`config.mk`:
```
export PLATFORM = sky130hd
export DESIGN_NAME = mmio_lsu
export DESIGN_NICKNAME = d
export VERILOG_FILES = /design/src/rtl/mmio_lsu_pkg.sv /design/src/rtl/mmio_lsu_bram.sv /design/src/rtl/mmio_lsu.sv
export SDC_FILE = /design/constraint.sdc
export NUM_CORES = 1
export LEC_CHECK = 0
export CAP_MARGIN = 10
export CORE_UTILIZATION = 45
export DETAILED_ROUTE_END_ITERATION = 10
export SLEW_MARGIN = 20
export SYNTH_ARGS = -nofsm -noshare
export SYNTH_HDL_FRONTEND = slang
export SYNTH_SLANG_ARGS = --single-unit
```
`constraint.sdc`:
```
create_clock -name clk -period 4.95 [get_ports clk]
set_clock_uncertainty 0.1 [all_clocks]
set_input_delay 1.2375 -clock clk [delete_from_list [all_inputs] [get_ports clk]]
set_output_delay 1.2375 -clock clk [all_outputs]
set_load 0.03 [all_outputs]
```
`src/rtl/mmio_lsu_pkg.sv`:
```
// mmio_lsu_pkg: op encodings, FSM states and the decode/lane helpers
// shared by the load/store unit.
package mmio_lsu_pkg;
   localparam logic [2:0] OP_LB  = 3'b000;
   localparam logic [2:0] OP_LH  = 3'b001;
   localparam logic [2:0] OP_LW  = 3'b010;
   localparam logic [2:0] OP_LBU = 3'b011;
   localparam logic [2:0] OP_LHU = 3'b100;
   localparam logic [2:0] OP_SB  = 3'b101;
   localparam logic [2:0] OP_SH  = 3'b110;
   localparam logic [2:0] OP_SW  = 3'b111;

   typedef enum logic [1:0] {IDLE, RAMRD, RESP} state_t;
   typedef enum logic [1:0] {RG_RAM, RG_IN, RG_OUT} region_t;

   function automatic region_t region_of(input logic hi, input logic mid);
      return hi ? RG_OUT : (mid ? RG_IN : RG_RAM);
   endfunction

   function automatic logic is_store(input logic [2:0] op);
      return op >= OP_SB;
   endfunction

   function automatic logic misaligned(input logic [2:0] op, input logic [1:0] a);
      return ((op == OP_LH || op == OP_LHU || op == OP_SH) && a[0]) ||
             ((op == OP_LW || op == OP_SW) && a != 2'b00);
   endfunction

   function automatic logic [3:0] byte_en(input logic [2:0] op, input logic [1:0] a);
      return op == OP_SW ? 4'hF : op == OP_SH ? (a[1] ? 4'hC : 4'h3) :
             op == OP_SB ? 4'b0001 << a : 4'h0;
   endfunction

   // Replicate the low byte/half across the word so any enabled lane sees it.
   function automatic logic [31:0] align_wdata(input logic [2:0] op, input logic [31:0] d);
      return op == OP_SB ? {4{d[7:0]}} : op == OP_SH ? {2{d[15:0]}} : d;
   endfunction

   function automatic logic [31:0] load_ext(input logic [2:0] op, input logic [1:0] a,
                                            input logic [31:0] w);
      logic [7:0] b;
      logic [15:0] h;
      b = w[{a, 3'b000} +: 8];
      h = a[1] ? w[31:16] : w[15:0];
      return op == OP_LB ? {{24{b[7]}}, b} : op == OP_LBU ? {24'h0, b} :
             op == OP_LH ? {{16{h[15]}}, h} : op == OP_LHU ? {16'h0, h} : w;
   endfunction
endpackage

```
`src/rtl/mmio_lsu_bram.sv`:
```
// bram_be: DEPTHx32 single-port RAM with byte-enable write and registered read.
module bram_be #(
   parameter int DEPTH = 16
) (
   input  logic                     clk,
   input  logic                     en,
   input  logic [3:0]               we,
   input  logic [$clog2(DEPTH)-1:0] addr,
   input  logic [31:0]              wdata,
   output logic [31:0]              rdata
);
   logic [31:0] mem [DEPTH];

   always_ff @(posedge clk)
      if (en) begin
         for (int i = 0; i < 4; i++)
            if (we[i]) mem[addr][8*i +: 8] <= wdata[8*i +: 8];
         if (we == 4'h0) rdata <= mem[addr];
      end
endmodule

```
`src/rtl/mmio_lsu.sv`:
```
// mmio_lsu: load/store unit decoding byte addresses into word RAM,
// a synchronised input port and a byte-writable output register.
module mmio_lsu import mmio_lsu_pkg::*; #(
   parameter int ADDR_W      = 8,
   parameter int N_IN        = 4,
   parameter int N_OUT       = 32,
   parameter int SYNC_STAGES = 2
) (
   input  logic              clk,
   input  logic              rst,
   input  logic              req,
   input  logic [2:0]        op,
   input  logic [ADDR_W-1:0] addr,
   input  logic [31:0]       wdata,
   output logic [31:0]       rdata,
   output logic              ready,
   output logic              err,
   output logic              busy,
   input  logic [N_IN-1:0]   switch,
   output logic [N_OUT-1:0]  result
);
   localparam int DEPTH = 2 ** (ADDR_W - 4);

   state_t state, state_n;
   region_t rg;
   logic [SYNC_STAGES-1:0][N_IN-1:0] sync;
   logic [2:0]  op_q;
   logic [1:0]  lane_q;
   logic        mis_q, accept, mis, ram_ld;
   logic [3:0]  be;
   logic [31:0] wd, word, ram_q, res_n;

   assign accept = state == IDLE && req;
   assign rg     = region_of(addr[ADDR_W-1], addr[ADDR_W-2]);
   assign mis    = misaligned(op, addr[1:0]);
   assign be     = mis ? 4'h0 : byte_en(op, addr[1:0]);
   assign wd     = align_wdata(op, wdata);
   assign ram_ld = rg == RG_RAM && !is_store(op) && !mis;
   assign busy   = state != IDLE;

   // Stores write on the accepting edge; aligned loads issue their read there too.
   bram_be #(.DEPTH(DEPTH)) u_ram (
      .clk   (clk),
      .en    (accept && rg == RG_RAM && !mis),
      .we    (be),
      .addr  (addr[ADDR_W-3:2]),
      .wdata (wd),
      .rdata (ram_q)
   );

   always_comb begin
      res_n = 32'(result);
      for (int i = 0; i < 4; i++)
         if (be[i]) res_n[8*i +: 8] = wd[8*i +: 8];
   end

   always_comb
      state_n = state == IDLE  ? (req ? (ram_ld ? RAMRD : RESP) : IDLE) :
                state == RAMRD ? RESP : IDLE;

   always_ff @(posedge clk or posedge rst)
      if (rst) begin
         state  <= IDLE;
         sync   <= '0;
         result <= '0;
         rdata  <= '0;
         ready  <= 1'b0;
         err    <= 1'b0;
         op_q   <= '0;
         lane_q <= '0;
         mis_q  <= 1'b0;
         word   <= '0;
      end else begin
         state <= state_n;
         sync  <= {sync[SYNC_STAGES-2:0], switch};
         ready <= state == RESP;
         err   <= state == RESP && mis_q;
         if (state == RESP)
            rdata <= (is_store(op_q) || mis_q) ? 32'h0 : load_ext(op_q, lane_q, word);
         if (accept) begin
            op_q   <= op;
            lane_q <= addr[1:0];
            mis_q  <= mis;
            word   <= rg == RG_OUT ? 32'(result) : 32'(sync[SYNC_STAGES-1]);
         end
         if (state == RAMRD) word <= ram_q;
         if (accept && rg == RG_OUT) result <= res_n[N_OUT-1:0];
      end
endmodule
```
==> out/results.ini <==
[synth]
synth_top_cell_area_share_pct = 61.55
synth_ff_type = edfxtp_1
ys_warn_count = 0
synthTopCellsByCount = edfxtp_1 (544), mux4_2 (136), nand2_1 (122), dfrtp_1 (114), nor2_1 (103)
syn-num-nets = 1582
synth_top_area_cell = edfxtp_1
synth.most_common_cell = edfxtp_1
syn_area_per_cell_um2 = 17.32
async_reset_ff_share_pct = 17.33
synthCells = 1532
ys_ff_latch = 658
synth_cell_types = 56
synth_edf_count = 544
synth_area_um2 = 26540
synthTopCellsByArea = edfxtp_1 (62%), mux4_2 (12%), dfrtp_1 (11%), a22oi_1 (2.1%), nand2_1 (1.7%)
yosysSeqAreaShare_pct = 72.30

[floorplan]
coreArea_um2 = 58030
die_x_um = 244.9
placementRows = 88
die_y_um = 244.9
ios = 117
initial_utilization_pct = 45.74
die-area_um2 = 59960

[cells_and_area]
drive_gt1_share_pct = 22.15
antennaDiodeCount = 0
fin_cells = 2508
final_area_um2 = 31060
nets = 1739
syn_to_final_growth_pct = 17.04

[critical_path]
reg2reg_depth = 4
rrSetupSlack_ns = 1.96
r2r-start = state[0]$_DFF_PP0_
startpoint_type = input pin
cp.required_ns = 5.08
crit_path_end_kind = flip-flop
crit_fanout = 8
path_class = input pin to flip-flop
critical_path.startpoint = req
crit_arrival_ns = 3.84

[clock_tree]
cts_buffer_depth = 3
cts-root-buf = clkbuf_16
cts_tree = built
post_cts_resized = 0
cts.htree.levels = 3
cts_num_sinks = 658
cts_hold_buf = 0
post-cts-setup-buffers = 0
cts_buffers = 70
worstSkewPairLatency_ns = 0.62
clk_pin_slew_ns = 0.06

[power_and_ir_drop]
ir_drop_mv = 0.3171
p_sw_mw = 3.285
pwr-share-comb_pct = 11.4
swShare_pct = 25.04
p_seq_share_pct = 49.6
pwr-share-clk_pct = 39.0
power.leakage_nw = 10.56
internal_power_mw = 9.830
p_total_mw = 13.12
powerDensity_nw_per_um2 = 422.2

[timing]
min_period_over_period_pct = 74.96
slew_headroom_pct = 25.37
tns_ns = 0
worst_pin_slew_ns = 1.117
finalCriticalPeriod_ns = 3.710
finalHoldViolations = 0
max_clock_freq_ghz = 0.2695
fin_hold_ws_ns = 0.2491
rsz0062_at_grt = false
setup_violations = 0
drv_slew = 0

[run_status]
status = finished clean

[routing]
drc_errors = 0
vias = 15090
firstDrtPassIters = 7
wire_per_inst_um = 27.62
vias_per_cell = 6.018
drt-initial-drc-count = 1603
ant_nets = 0
finalWirelength_um = 69270

[global_routing]
antenna_found_initial = 4
grt_pass1_vias = 14890
gr-total-overflow = 0
track_usage_pct = 23.63
grt_pass1_wl_um = 101900
grt_max_degree = 129

[place]
dpl_cell_area_um2 = 28830
dp_cells = 2382
gp_congestion = 0.9052
dp_hpwl_um = 45790
io_buffers = 116

[worst_hold_path]
hp-start = sync[2]$_DFF_PP0_
min-delay-path-class = flip-flop to flip-flop
holdPathStages = 0

[job]
cap_violations = 0

state kept, by name, indices dropped and copies added (netlist names):
register	flops
ready	1
word	32
state	2
op_q	3
rdata	32
sync	8
u_ram.mem	512
err	1
lane_q	2
mis_q	1
u_ram.rdata	32
result	32
cells in the final DEF (no fill, tap or decap), drive strengths merged, types with 5 or more instances in the layout:
cell type / instances
edfxtp: 544
mux4: 136
nand2: 122
dfrtp: 114
clkdlybuf4s50: 113
nor2: 104
clkbuf: 85
buf: 77
a22oi: 73
mux2: 48
o21ai: 45
nand3: 42
a31oi: 30
clkinv: 29
nor2b: 24
and2: 17
a21oi: 16
inv: 16
nor3b: 12
o221a: 8
a32o: 8
o22a: 7
a222oi: 7
o221ai: 7
bufinv: 6
mux2i: 5
nand2b: 5
or2: 5
power groups by stage:
stage,clock network [mW],logic [mW],registers (mW)
after global routing,5.40,1.59,6.51
after global placement,0,1.47,6.61
after CTS,5.20,1.50,6.49
final,5.12,1.50,6.50
after detailed placement,0,1.50,6.61
after floorplan,0,0.692,6.70
through the flow:
stage | util, % | setup slack (ns)
floorplan | - | 0.5968
global route | 53.53 | 1.150
CTS | 53.53 | 1.362
global placement | 49.68 | 0.7566
detailed placement | 49.68 | 0.7347
finish | 53.53 | 1.240
logic make-up after synthesis:
group           count (synthesis)  synth area share (%)
flops                         658                 72.30
compound gates                212                 5.690
buf+inv                       118                 1.839
mux                           189                 13.86
xor+xnor                        3               0.09901
simple gates                  352                 6.213
per-layer routing:
metal  share of wire (%)  wire, µm  vias up  track usage [%]
li1                    -         -     6409                -
met1                  43     29840     7814            34.51
met2                  45     31160      752            35.47
met3                 9.6      6652      113            5.554
met4                 2.3      1592        4            6.857
met5               0.040        28        -                0
critical path: stages:
cell and delay (ns):
clkdlybuf4s50_1 0.58, or3b_2 0.57, nor3b_1 0.41, nand2_1 0.33
nor2_1 0.69
cell type report:
| cell class | count | area [µm²] |
|---|---|---|
| multi-input cells | 756 | 6893 |
| well taps | 765 | 957.2 |
| inverters | 12 | 47.55 |
| fillers | 4530 | 26960 |
| repair buffers | 191 | 1745 |
| flip-flops and latches | 658 | 19190 |
| clock buffers | 84 | 1857 |
| clock inverters | 42 | 375.4 |
final timing paths:
path	end
worst max-delay path	u_ram.mem[5][0]$_DFFE_PP_
worst min-delay path	sync[6]$_DFF_PP0_
worst max register to register	u_ram.mem[5][0]$_DFFE_PP_
worst min register to register	sync[6]$_DFF_PP0_
max in group asynchronous	result[9]$_DFFE_PP0P_
min in group asynchronous	result[27]$_DFFE_PP0P_
Power figures use the tool's default switching activity.
==> variant 1: new RTL, config.mk and constraints unchanged <==
`N_IN`: 4 -> 2.
--- a/src/rtl/mmio_lsu.sv
+++ b/src/rtl/mmio_lsu.sv
@@ -2,7 +2,7 @@
 // a synchronised input port and a byte-writable output register.
 module mmio_lsu import mmio_lsu_pkg::*; #(
    parameter int ADDR_W      = 8,
-   parameter int N_IN        = 4,
+   parameter int N_IN        = 2,
    parameter int N_OUT       = 32,
    parameter int SYNC_STAGES = 2
 ) (
Interface: changed (resized switch); port bits go from 117 to 115. No check against the original RTL was run, so the function may have changed too.
==> variant 1 against the unedited design <==
Sequential cell count decreased by 4. Cell area shrank 0.78%. Routed wire length fell by 1.5%. Non-clock buffer count fell by 4. Sequential power fell by 0.6%. Clock power fell by 3%. Global-route usage decreased by 0.31 points. Register-to-register slack gained 0.12 ns. Synthesized area fell by 0.43%. Worst setup slack gained 0.10 ns. Total power fell by 1.5%. First-iteration DRC count increased by 5.2%. Critical path type unchanged.
==> variant 1: results (changes against the unedited design) <==
** STA
- The relative slew slack came to 33.5% (+8.1 points).
- Shortest period the worst path allows :: 3.61 ns (-0.105 ns)

** Clocking
- Post-CTS Setup Repair Bufs :: 0 (unchanged)
- Largest buffer count on any clock path :: 3 (unchanged)
- The number of buffers added by the clock tree synthesis step came to 67 (-4.3%).
- Insertion delay of the later-clocked pin in the worst-skew pair :: 0.59 ns (-0.03 ns)

** Global route
- The largest net degree at the start of global routing was 73 (-43%).
- The met1 usage in global routing is 33.5% (-1.1 points).
- Number of global-route vias before repair :: 14800 (-0.93%)
- The first-pass GRT wire length is 100 mm (-1.6%).
- The initial antenna violation count came to 2 (-2).
- The met2 routing resource usage after global routing is 37.2% (+1.7 points).
- The met3 capacity usage during global routing was 3.41% (-2.1 points).
- GRT Util Overall :: 23.3% (-0.31 points)

** Power and ir drop
- The leakage power figure came to 10.4 nW (-1.2%).
- The worst supply voltage drop on vdd was 0.258 mV (-19%).

** Logic synthesis
- The share of async-settable or async-resettable flops after synthesis is 16.8% (-0.51 points).
- Mapped Nets :: 1575 (-0.44%)
- In the synthesized netlist, the cells that appear most often are sky130_fd_sc_hd__edfxtp_1, sky130_fd_sc_hd__mux4_2, sky130_fd_sc_hd__nand2_1.
- Portion of the post-synthesis area used by sequential elements :: 72.2% (about the same)
- In the post-synthesis netlist, the biggest area contributors are sky130_fd_sc_hd__edfxtp_1, sky130_fd_sc_hd__mux4_2, sky130_fd_sc_hd__dfrtp_1.
- The post-synthesis cell type count is 57 (+1.8%).
- Cell count after synthesis :: 1527 (-0.33%)
- Number of flops mapped to enable cells by yosys :: 544 (unchanged)

** Worst setup path
- Origin of the critical flop-to-flop path :: state[1]$_DFF_PP0_
- The maximum cell stage delay along the critical path is 0.82 ns (+0.13 ns).
- Startpoint of the worst setup timing path :: op[0]
- Crit path capture :: u_ram.mem[5][5]$_DFFE_PP_
- Arrival time of the worst setup path :: 3.72 ns (-0.12 ns)
- Reg-to-reg slack, setup :: 2.08 ns (+0.12 ns)
- Cell with the largest stage delay on the worst path :: sky130_fd_sc_hd__or4b_1
- Critical path peak fanout :: 34 (+26)

** Detailed routing
- The initial DRC count was 1686 (+5.2%).
- Total iterations of the first detailed-routing run :: 6 (-1)
- Wirelength per Cell :: 27.4 microns (-0.91%)
- Avg Vias per Cell :: 5.94 (-1.4%)

** Place
- Inst Count DP :: 2372 (-0.42%)
- The worst setup timing slack at the placement stage was 0.758 ns (+0.0237 ns).
- Cell area after placement :: 28700 sq um (-0.59%)
- Quantity of I/O buffers inserted on ports :: 114 (-1.7%)
- Post-DP HPWL :: 46.0 mm (+0.46%)
- The routability congestion estimate from global placement was 0.903 (-0.23%).

** Cells and area
- The number of fillers in the final layout was 4627 (+2.1%).
- The layout net count is 1724 (-0.86%).
- The count of placed standard cells in the final layout, fillers left out is 2494 (-0.56%).
- Share of cells above drive strength 1 :: 22.0% (-0.15 points)

** Outcome
- The run finished with clean final reports.

** Worst hold path
- Path category of the worst min-delay check :: reg -> reg
[variant 1: power by group]
| part | switching [W] | total (W) | internal (W) |
|---|---|---|---|
| logic | 0.000877 | 0.00147 | 0.000595 |
| clock network | 0.00205 | 0.00498 | 0.00293 |
| registers | 0.000274 | 0.00646 | 0.00619 |
[variant 1: cell type report]
class | count | area (sq um) | area share (%)
well taps | 765 | 957 | 3.11
multi-input cells | 754 | 6880 | 22.3
flip-flops and latches | 654 | 19100 | 61.9
clock inverters | 33 | 310 | 1.01
clock buffers | 88 | 1840 | 5.97
inverters | 12 | 47.5 | 0.154
diodes | 1 | 2.50 | 0.00812
repair buffers | 187 | 1700 | 5.51
[variant 1: how the worst min path moves through the flow]
| stage | slack (ns) | cells past startpoint | startpoint | to |
|---|---|---|---|---|
| finish | 0.25 | 0 | sync[0]$_DFF_PP0_ | sync[2]$_DFF_PP0_ |
| global route | 0.26 | 0 | sync[0]$_DFF_PP0_ | sync[2]$_DFF_PP0_ |
| CTS | 0.26 | 0 | sync[0]$_DFF_PP0_ | sync[2]$_DFF_PP0_ |
| detailed placement | 0.25 | 0 | sync[0]$_DFF_PP0_ | sync[2]$_DFF_PP0_ |
| global placement | 0.24 | 0 | sync[0]$_DFF_PP0_ | sync[2]$_DFF_PP0_ |
| floorplan | 0.23 | 0 | sync[0]$_DFF_PP0_ | sync[2]$_DFF_PP0_ |
[variant 1: cell families after synthesis]
family | synth area share, %
compound gates | 5.71
xor+xnor | 0.0994
buf+inv | 1.87
flops | 72.2
mux | 13.8
simple gates | 6.24
[variant 1: routing by layer]
layer | wire [microns] | share of wire [%] | up-vias
met5 | 0 | 0 | -
met2 | 32400 | 47 | 658
met3 | 4910 | 7.2 | 107
met1 | 29200 | 43 | 7682
met4 | 1790 | 2.6 | 0
li1 | - | - | 6356
==> variant 2: new RTL, same settings <==
Without the edit above. Reset style: synchronous (`rst`), changed in one clocked block.
--- a/src/rtl/mmio_lsu.sv
+++ b/src/rtl/mmio_lsu.sv
@@ -58,7 +58,7 @@
       state_n = state == IDLE  ? (req ? (ram_ld ? RAMRD : RESP) : IDLE) :
                 state == RAMRD ? RESP : IDLE;
 
-   always_ff @(posedge clk or posedge rst)
+   always_ff @(posedge clk)
       if (rst) begin
          state  <= IDLE;
          sync   <= '0;
Function: not settled (the Yosys comparison gave no result); the edit may change what the design does.
==> variant 2 against the unedited design <==
Worst setup slack worse by 0.019 ns. Worst hold slack gained 0.097 ns. Utilization fell by 0.29 points. Routed wire length is 2.2% higher. Total power fell by 8.0%. Combinational power fell by 43%. Sequential cell count is the same. Global-route usage is 0.81 points higher. Synthesized area down 0.92%. Cell area is 1.1% lower. Synthesized cell count is 2.2% lower. Non-clock buffer count grew 1. Clock power fell by 1%.
==> variant 2: results (changes against the unedited design) <==
** Logic synthesis
- Mapped Nets :: 1549 (-2.1%)
- Top cells by area, synth :: sky130_fd_sc_hd__edfxtp_1, sky130_fd_sc_hd__mux4_2, sky130_fd_sc_hd__dfxtp_1
- Fraction of synthesized area in multiplexers :: 16.0% (+2.2 points)
- The sequential cell area fraction in the yosys report is 70.8% (-1.5 points).
- The share of async-settable or async-resettable flops after synthesis is 0% (-17 points).
- The synthesized-area fraction occupied by ao, oa, aoi and oai cells was 5.90% (+0.21 points).

** Worst setup path
- The signal arrival time at the worst endpoint is 3.85 ns (about the same).
- Origin of the critical flop-to-flop path :: state[1]$_SDFF_PP0_

** Cells and area
- The layout net count came to 1714 (-1.4%).

** Worst hold path
- The startpoint identified for the worst hold timing path is sync[2]$_SDFF_PP0_.
- The hold path depth was 1 (+1).

** Global route
- The met3 capacity usage during global routing came to 4.59% (-0.96 points).
- Global-route wire length before repair :: 105 mm (+2.6%)
- Maximum number of pins on one net before global-route repair :: 96 (-26%)
- The met1 usage in global routing is 36.8% (+2.3 points).
- The via count of the first global-routing pass came to 14700 (-1.3%).
- Antenna violations before repair :: 3 (-1)

** Clocking
- The number of buffers added by the clock tree synthesis step came to 68 (-2.9%).
- Insertion delay of the later-clocked pin in the worst-skew pair :: 0.60 ns (-0.02 ns)

** Power and ir drop
- Combinational logic power :: 0.000862 W (-43%)
- The switching fraction of total power came to 22.6% (-2.5 points).
- The combinational group share of total power came to 7.1% (-4.3 points).

** Place
- The placed wire-length estimate after detailed placement was 48.5 mm (+5.8%).
- The worst setup timing slack at the placement stage was 0.603 ns (-0.131 ns).
- The instance area at placement was 28500 sq um (-1.1%).
- Inst Count DP :: 2359 (-0.97%)

** Outcome
- The run finished with clean final reports.

** Detailed routing
- The detailed-route wire length came to 70.8 mm (+2.2%).
- Initial detailed-routing violation count :: 1844 (+15%)
- Total iterations of the first detailed-routing run :: 5 (-2)

** STA
- The actual slew at the worst max-slew pin came to 1.08 ns (-0.0365 ns).
- The worst slack on hold paths was 0.346 ns (+0.0970 ns).
## variant 2: worst max path at each step
stage | slack (ns) | start | depth (start not counted) | to
floorplan | 0.12 | req | 4 | u_ram.rdata[0]$_DFFE_PP_
global placement | 0.72 | op[2] | 5 | u_ram.mem[3][10]$_DFFE_PP_
detailed placement | 0.60 | op[2] | 5 | u_ram.mem[5][26]$_DFFE_PP_
CTS | 1.24 | op[2] | 5 | u_ram.mem[5][26]$_DFFE_PP_
global route | 1.00 | op[2] | 5 | u_ram.mem[3][11]$_DFFE_PP_
finish | 1.22 | op[2] | 5 | u_ram.mem[1][26]$_DFFE_PP_
## variant 2: layout make-up
type,instances,area (sq um)
clock buffers,83,1820
clock inverters,40,372
fillers,4555,27000
inverters,12,45.0
multi-input cells,732,7160
flip-flops and latches,658,18600
well taps,765,957
repair buffers,192,1750
## variant 2: metal layers
layer,up-vias,routed length (microns)
met5,-,24
met4,4,1690
met3,113,5750
met2,684,31700
met1,7619,31600
li1,6334,-
